**src/rtl/tia_hmove_controller_pkg.sv**
```systemverilog
// Shared constants, state encoding and helpers for the HMOVE controller.
package tia_hmove_controller_pkg;

   // Object indices; also the bit positions inside mec_bar.
   localparam int OBJ_P0  = 0;
   localparam int OBJ_P1  = 1;
   localparam int OBJ_M0  = 2;
   localparam int OBJ_M1  = 3;
   localparam int OBJ_BL  = 4;
   localparam int NUM_OBJ = 5;

   // Motion register addresses; 6 and 7 are ignored.
   localparam logic [2:0] ADDR_HMP0  = 3'd0;
   localparam logic [2:0] ADDR_HMP1  = 3'd1;
   localparam logic [2:0] ADDR_HMM0  = 3'd2;
   localparam logic [2:0] ADDR_HMM1  = 3'd3;
   localparam logic [2:0] ADDR_HMBL  = 3'd4;
   localparam logic [2:0] ADDR_HMCLR = 3'd5;

   // One HMOVE sequence is always sixteen motion steps.
   localparam int NUM_STEPS = 16;

   typedef enum logic {
      ST_IDLE = 1'b0,
      ST_RUN  = 1'b1
   } hmove_state_e;

   // Debug view of the sequencer for checkers and waveforms.
   typedef struct packed {
      hmove_state_e state;
      logic [3:0]   step;
   } hmove_dbg_t;

   // Signed motion value -8..+7 maps to 0..15 extra clocks by flipping the sign bit.
   function automatic logic [3:0] motion_to_count(input logic [3:0] value);
      return value ^ 4'b1000;
   endfunction

endpackage

```
**src/rtl/tia_hmove_controller_motion_register.sv**
```systemverilog
// One object's motion register, sequence snapshot and registered extra-clock enable.
module tia_hmove_controller_motion_register
   import tia_hmove_controller_pkg::*;
(
   input  logic       clkp,
   input  logic       reset,
   input  logic       wr_sel,
   input  logic       clr,
   input  logic [3:0] wr_data,
   input  logic       snap,
   input  logic       pulse_next,
   input  logic [3:0] pulse_step,
   output logic       mec_bar
);

   logic [3:0] value;
   logic [3:0] value_next;
   logic [3:0] n_snap;
   logic [3:0] n_cmp;

   // Next register value; the snapshot sees this so a same-cycle write is written through.
   always_comb begin
      value_next = value;
      if (clr) begin
         value_next = 4'd0;
      end else if (wr_sel) begin
         value_next = wr_data;
      end
      n_cmp = snap ? motion_to_count(value_next) : n_snap;
   end

   // Motion register: accepts writes and HMCLR in any sequencer state.
   always_ff @(posedge clkp or posedge reset) begin
      if (reset) begin
         value <= 4'd0;
      end else begin
         value <= value_next;
      end
   end

   // Snapshot on strobe, then pulse low for one cycle at each step start while step < n.
   always_ff @(posedge clkp or posedge reset) begin
      if (reset) begin
         n_snap  <= motion_to_count(4'd0);
         mec_bar <= 1'b1;
      end else begin
         if (snap) begin
            n_snap <= motion_to_count(value_next);
         end
         mec_bar <= !(pulse_next && (pulse_step < n_cmp));
      end
   end

endmodule

```
**src/rtl/tia_hmove_controller.sv**
```systemverilog
// HMOVE sequencer: step divider, step counter, blank extension and five motion registers.
//
// Interface protocol: wr_en/wr_addr/wr_data form a single-cycle write with no
// back-pressure; it is always accepted and lands on the next clkp edge.
// hmove_strobe is a single-cycle request, always accepted; a strobe while busy
// restarts the sequence. All outputs are registered.
module tia_hmove_controller
   import tia_hmove_controller_pkg::*;
#(
   parameter int STEP_CYCLES  = 4,
   parameter int BLANK_CYCLES = 8
) (
   input  logic       clkp,
   input  logic       reset,
   input  logic       wr_en,
   input  logic [2:0] wr_addr,
   input  logic [3:0] wr_data,
   input  logic       hmove_strobe,
   output logic [4:0] mec_bar,
   output logic       hmove_blank,
   output logic       busy,
   output hmove_dbg_t dbg
);

   localparam int DIV_W = (STEP_CYCLES > 1) ? $clog2(STEP_CYCLES) : 1;
   localparam int BLK_W = $clog2(BLANK_CYCLES + 1);

   hmove_state_e       state;
   logic [DIV_W-1:0]   divider;
   logic [3:0]         step;
   logic [BLK_W-1:0]   blank_cnt;
   logic               step_end;
   logic               last_step;
   logic               pulse_next;
   logic [3:0]         pulse_step;
   logic               clr;

   // Decode the end of a step and which step (if any) starts on the next edge.
   always_comb begin
      step_end   = (state == ST_RUN) && (divider == DIV_W'(STEP_CYCLES - 1));
      last_step  = (step == 4'(NUM_STEPS - 1));
      pulse_next = hmove_strobe || (step_end && !last_step);
      pulse_step = hmove_strobe ? 4'd0 : step + 4'd1;
      clr        = wr_en && (wr_addr == ADDR_HMCLR);
   end

   // Sequencer FSM with divider, step counter and registered busy.
   always_ff @(posedge clkp or posedge reset) begin
      if (reset) begin
         state   <= ST_IDLE;
         divider <= '0;
         step    <= 4'd0;
         busy    <= 1'b0;
      end else if (hmove_strobe) begin
         state   <= ST_RUN;
         divider <= '0;
         step    <= 4'd0;
         busy    <= 1'b1;
      end else if (state == ST_RUN) begin
         if (step_end) begin
            divider <= '0;
            if (last_step) begin
               state <= ST_IDLE;
               step  <= 4'd0;
               busy  <= 1'b0;
            end else begin
               step <= step + 4'd1;
            end
         end else begin
            divider <= divider + DIV_W'(1);
         end
      end
   end

   // Blank extension: high for BLANK_CYCLES cycles after each strobe, restarted by a new strobe.
   always_ff @(posedge clkp or posedge reset) begin
      if (reset) begin
         blank_cnt   <= '0;
         hmove_blank <= 1'b0;
      end else if (hmove_strobe) begin
         blank_cnt   <= BLK_W'(BLANK_CYCLES - 1);
         hmove_blank <= 1'b1;
      end else if (blank_cnt != '0) begin
         blank_cnt <= blank_cnt - BLK_W'(1);
      end else begin
         hmove_blank <= 1'b0;
      end
   end

   assign dbg.state = state;
   assign dbg.step  = step;

   for (genvar i = 0; i < NUM_OBJ; i++) begin : g_obj
      tia_hmove_controller_motion_register u_reg (
         .clkp       (clkp),
         .reset      (reset),
         .wr_sel     (wr_en && (wr_addr == 3'(i))),
         .clr        (clr),
         .wr_data    (wr_data),
         .snap       (hmove_strobe),
         .pulse_next (pulse_next),
         .pulse_step (pulse_step),
         .mec_bar    (mec_bar[i])
      );
   end

endmodule
```
**config.mk**
```make
export PLATFORM = sky130hd
export DESIGN_NAME = tia_hmove_controller
export DESIGN_NICKNAME = d
export VERILOG_FILES = /design/src/rtl/tia_hmove_controller_pkg.sv /design/src/rtl/tia_hmove_controller_motion_register.sv /design/src/rtl/tia_hmove_controller.sv
export SDC_FILE = /design/constraint.sdc
export NUM_CORES = 1
export LEC_CHECK = 0
export CAP_MARGIN = 20
export CORE_ASPECT_RATIO = 1.2
export CORE_MARGIN = 2
export CORE_UTILIZATION = 40
export CTS_BUF_LIST = sky130_fd_sc_hd__clkbuf_16
export DETAILED_ROUTE_END_ITERATION = 8
export MAX_ROUTING_LAYER = met4
export SLEW_MARGIN = 0
export SYNTH_ARGS = -nofsm -noshare
export SYNTH_HDL_FRONTEND = slang
export SYNTH_SLANG_ARGS = --single-unit
export TNS_END_PERCENT = 30
```
**constraint.sdc**
```tcl
create_clock -name clkp -period 2.3 [get_ports clkp]
set_clock_uncertainty 0.1 [all_clocks]
set_input_delay 0.46 -clock clkp [delete_from_list [all_inputs] [get_ports clkp]]
set_output_delay 0.46 -clock clkp [all_outputs]
set_load 0.02 [all_outputs]
```
======== After elaboration in Yosys (flattened, before gate mapping) ========
Index checks and enable logic that the tools add are counted.
storage, ports and cells
  register bits after elaboration ......... 58
  input bits .............................. 11
  output and inout bits ................... 12
  word-level logic and storage cells ...... 105
operators by class
  add/subtract/negate cells ............... 3
  $lt $le $gt $ge ......................... 5
  equality and inequality tests ........... 8
  mux-type cells .......................... 35
  bitwise operators ....................... 5
  reductions and logical operators ........ 28
operator list
  cell                 count
  $mux 4               22
  $lt 4x4->1           5
  $logic_and 1x1->1    13
  $mux 1               10
  $reduce_bool 2->1    4
  $eq 3x2->1 const B   2
  $eq 3x3->1 const B   2
  $logic_not 1->1      6
  $mux 2               3
  $not 1->1            5
  $add 4x1->4 const B  1
  $eq 4x4->1 const B   1
  $reduce_bool 4->1    1
  $sub 4x1->4 const B  1
  $eq 3x1->1 const B   1
  $logic_not 3->1      1
  $reduce_and 3->1     1
  $add 2x1->2 const B  1
  $eq 2x2->1 const B   1
  $ne 2x2->1 const B   1
  $reduce_and 2->1     1
  $logic_or 1x1->1     1

======== Longest topological paths before layout ========
  word-level depth ........................ 9
  mapped depth ............................ 9
  mapped depth without buffers ............ 8

======== Hierarchy ========
A second synthesis with hierarchy kept.
unflattened totals
  cells, all modules ...................... 274
  area total of the unflattened synthesis .. 3016.6 um^2
modules (own cells, without submodules)
  module                                times used  cells each  area each (um^2)  sequential area each (um^2)
  tia_hmove_controller_motion_register  5           39          456.7             227.7
  tia_hmove_controller                  1           79          733.2             325.3

======== Worst setup path before layout ========
No wires, ideal clock.
  kind .................................... input to register
  from .................................... input hmove_strobe
  to ...................................... register g_obj[2].u_reg.mec_bar
  library setup time ...................... 0.081 ns
  data arrival time ....................... 2.089 ns
  required time ........................... 2.119 ns
  path slack .............................. 0.029 ns
  stages on the path ...................... 8
  buffers on the path ..................... 3
  path through ............................ clkbuf_1 > clkbuf_1 > buf_1 > nor2_1 > ha_1 > nand3_1 > a31o_2 > o211ai_1
between the ends
  longest elaborated chain between the ends .. 4
  elaborated cells between the ends (all ways) .. 6
  those cells by class .................... order compare (1); mux (2); reduce/logical (3)
ends and longest elaborated chain
  item                              line                                                                    source
  start: declaration                tia_hmove_controller.sv:18                                              input logic hmove_strobe,
  $mux 4, on equally long branches  tia_hmove_controller.sv:43, tia_hmove_controller_motion_register.sv:29
  $lt 4x4->1                        tia_hmove_controller_motion_register.sv:50                              mec_bar <= !(pulse_next && (pulse_step < n_cmp));
  $logic_and 1x1->1 *               tia_hmove_controller_motion_register.sv:50
  $logic_not 1->1 *                 tia_hmove_controller_motion_register.sv:50
  end signal: assignment            tia_hmove_controller_motion_register.sv:50
  end: declaration                  tia_hmove_controller_motion_register.sv:13                              output logic mec_bar
Mark *: on every way between the ends. The rest lies on a longest branch, timed or not.
A chain may end at the register's enable or synchronous reset.

======== Final worst setup path ========
  from .................................... input wr_data[3]
  to ...................................... register g_obj[0].u_reg.mec_bar
between the ends
  longest elaborated chain between the ends .. 7
ends and longest elaborated chain
  item                        line                                        source
  start: declaration          tia_hmove_controller.sv:17                  input logic [3:0] wr_data,
  $mux 4                      tia_hmove_controller_motion_register.sv:26  end else if (wr_sel) begin
  $mux 4                      tia_hmove_controller_motion_register.sv:24  if (clr) begin
  $not 1->1 (no source line)  n/a
  $mux 4                      tia_hmove_controller_motion_register.sv:29  n_cmp = snap ? motion_to_count(value_next) : n_snap;
  $lt 4x4->1                  tia_hmove_controller_motion_register.sv:50
  $logic_and 1x1->1           tia_hmove_controller_motion_register.sv:50
  $logic_not 1->1             tia_hmove_controller_motion_register.sv:50
  end signal: assignment      tia_hmove_controller_motion_register.sv:50
  end: declaration            tia_hmove_controller_motion_register.sv:13
Every way passes these cells.

==> run metrics <==
status=finished, final reports clean; number of clock sinks=58; Hold Violations, Final=0; global placement routability congestion=0.749; # fillers=706; top sig layer=met4; Initial Util=0.410; Worst Setup Start Kind=primary input; Detail Placement HPWL=4620 um; Fin Setup TNS=0 ns; diode count=0; Non-Filler Instances=444; Flop pwr share=0.407; initial DRC count=129; layout cells sized above 1=0.250; M1 WL=3080 um; Initial DRT Pass Iterations=4; via count=2336; Placeable Area=7620 um^2; vias per cell=5.26; hold_buf cts=0; Reg2Reg Depth=8; worst hold start=busy$_DFFE_PP0P_; Port Buffer Count=22; Final Worst Setup Slack=0.0354 ns; pwr dens=791 nW/um^2; metal2 WL=3250 um; Top Ports=23; nature of the critical path endpoint=flip-flop; Die H=101 um; grt total ovfl=0; maxcap violations=0; metal3 WL=187 um; switch share=0.260; CTS Buf Count=9; Setup WS pre-CTS=-0.506 ns; Hold EP=busy$_DFFE_PP0P_; unrepaired setup endpoints after global routing=yes; cell taking the most area after synthesis=dfrtp_1; H-tree levels=3; synthesized area per cell=10.3 um^2; leakage=0.00195 uW; relative slew slack=0.681; critical path fanouts, max=4; Layout area overhead=27.2%; Slew @ Worst Pin=0.477 ns; footprint of the multi-input gates=1540 um^2; syn nets=331; instance count of the mapped netlist=302; final wirelength=6580 um; critical path's largest stage delay=0.51 ns; synth unique cells=49; logic gate share of total power=0.196; CTS Root Cell=clkbuf_16; slowest CP cell=clkdlybuf4s50_1; period utilization=0.985; Residual DRC=0; CTS tree=built; Warnings, synthesis=0; Final Instance Area=3970 um^2; antenna viol nets, final=0; first-pass GRT wire length=11500 um; die area=8540 um^2; vias in the first global route=2385; hold depth=1; Max Clk Rate=442 MHz; worst endpoint required time=2.45 ns; register area=1460 um^2; CP Buf/Inv Count=1; post-synthesis sequential area ratio=0.469; Pins Over Slew Limit=0; fin nets=376; synthesized area=3120 um^2; CTS max path bufs=2; Finished Core Util=0.522; worst path arrival time=2.41 ns; Die X=84.7 um; clock network power share=0.397; share of the synthesized area in the top cell type=0.384; drt wl/cell=14.8 um; largest net degree at the start of global routing=59; CP Cell Sequence=clkdlybuf4s50_1 > and4bb_1 > a21oi_2 > a2bb2oi_2 > mux2i_1 > ha_1 > a21oi_1 > o211ai_1 > a21o_1; min-delay worst type=reg -> reg; Synth area leaders=dfrtp_1, dfstp_2, ha_1, a21oi_1, a21o_1; gr usage total=0.176; Yosys reg bits=58; Cell Int Power=2320 uW; initial antenna violation count=0; R2R Path Start=step[0]$_DFFE_PP0P_; cell family with most CP delay=compound AO/OA/AOI/OAI gates; Clk Latency, worst-skew pair=0.32 ns; placed cells=424; clock-pin slew on the worst setup and hold paths=0.05 ns; Post-DP Area=3600 um^2; P_sw=818 uW; r2r setup slk=0.26 ns; min Tclk post-route=2.26 ns; WS Path Type=in -> reg; row cnt=35; VDD IR max=0.000550 V; reg2reg end=g_obj[2].u_reg.mec_bar$_DFF_PP1_; final setup fails=0
[Yosys cell counts (all sizes together)]
library cell,number
nor4,1
a2bb2oi,2
a21o,16
inv,18
buf,15
mux2i,10
nand3,8
xnor2,2
nor2b,3
or3,1
a31oi,2
and3,1
a22o,2
and4bb,3
a22oi,2
a31o,2
dfstp,10
o22ai,3
nand4bb,1
nor3,5
nor4bb,1
o211ai,6
o2bb2ai,2
xor2,2
nand3b,3
o21ai,7
a21oi,31
nand2,17
dfrtp,48
nand2b,5
a221o,1
a32o,1
ha,18
clkbuf,6
nor3b,6
mux2,10
nor2,31
[routing by layer]
metal | global-route usage | up-vias
met4 | 0.0549 | 0
met1 | 0.228 | 1149
met3 | 0.0319 | 7
li1 | - | 1146
met5 | - | -
met2 | 0.283 | 34
[worst register-to-register path: cells and delay by family (launching register included)]
kind,cells,cell delay [ns]
adders and majority gates,2,0.58
DFF,1,0.46
AOI/OAI and AO/OA,2,0.38
buffers and inverters,1,0.17
xor gates and xnor gates,1,0.16
and+or+nand+nor,2,0.12
[placed cells by master, fill, tap and decap left out, drive strengths merged, types with 4 or more instances in the layout]
cell / instances
buf: 34
dfstp: 10
clkinv: 4
dfrtp: 48
nor3: 5
clkbuf: 10
nor2: 31
a21oi: 31
ha: 18
nand2b: 5
nand3: 8
nand2: 17
inv: 20
nor3b: 6
o21ai: 7
o211ai: 6
a21o: 16
mux2: 10
clkdlybuf4s50: 17
mux2i: 10
[state kept, by name (all words and copies together), names as in the netlist]
signal / count
state: 1
busy: 1
blank_cnt: 4
step: 4
hmove_blank: 1
g_obj.u_reg.n_snap: 20
g_obj.u_reg.value: 20
divider: 2
g_obj.u_reg.mec_bar: 5
[how the worst max path moves through the flow]
stage | from | to | slack (ns) | cells after the start
2_1_floorplan | hmove_strobe | g_obj[2].u_reg.mec_bar$_DFF_PP1_ | 0.03 | 8
3_3_place_gp | wr_en | g_obj[4].u_reg.mec_bar$_DFF_PP1_ | -0.50 | 10
3_5_place_dp | wr_addr[0] | g_obj[0].u_reg.mec_bar$_DFF_PP1_ | -0.51 | 10
4_1_cts | wr_data[3] | g_obj[0].u_reg.mec_bar$_DFF_PP1_ | 0.04 | 9
5_1_grt | wr_addr[2] | g_obj[2].u_reg.mec_bar$_DFF_PP1_ | -0.03 | 10
6_report | wr_data[3] | g_obj[0].u_reg.mec_bar$_DFF_PP1_ | 0.04 | 9
[power by group through the flow]
stage | clock [uW] | sequential (uW) | combinational [uW]
CTS | 1280 | 1280 | 626
global placement | 0 | 1280 | 582
detailed placement | 0 | 1290 | 595
floorplan | 0 | 1270 | 419
finish | 1250 | 1280 | 616
global route | 1340 | 1290 | 691
[cells by family after synthesis]
group / Yosys count / synth area share
compound gates: 77 / 0.164
xor+xnor: 4 / 0.0112
fa+ha+maj: 18 / 0.0721
buf+inv: 39 / 0.0609
flops: 58 / 0.469
mux: 20 / 0.0693
simple gates: 86 / 0.154
[cell type report]
class | count | area share
clock inverters | 7 | 0.0135
clock buffers | 9 | 0.0567
inverters | 18 | 0.0170
repair buffers | 55 | 0.128
multi-input cells | 205 | 0.388
well taps | 92 | 0.0290
flip-flops and latches | 58 | 0.368
[timing repair]
item / 4_1_cts / 5_1_grt
resized for setup: 16 / 2
setup endpoints to repair: 5 / 3
pin swaps: 4 / 1
setup buffers: 4 / 0
[metrics by stage]
stage,power [uW],hold WS [ns]
floorplan,1690,0.347
CTS,3180,0.383
global route,3330,0.397
detailed placement,1890,0.371
global placement,1870,0.362
finish,3140,0.378
Power figures use the tool's default switching activity.
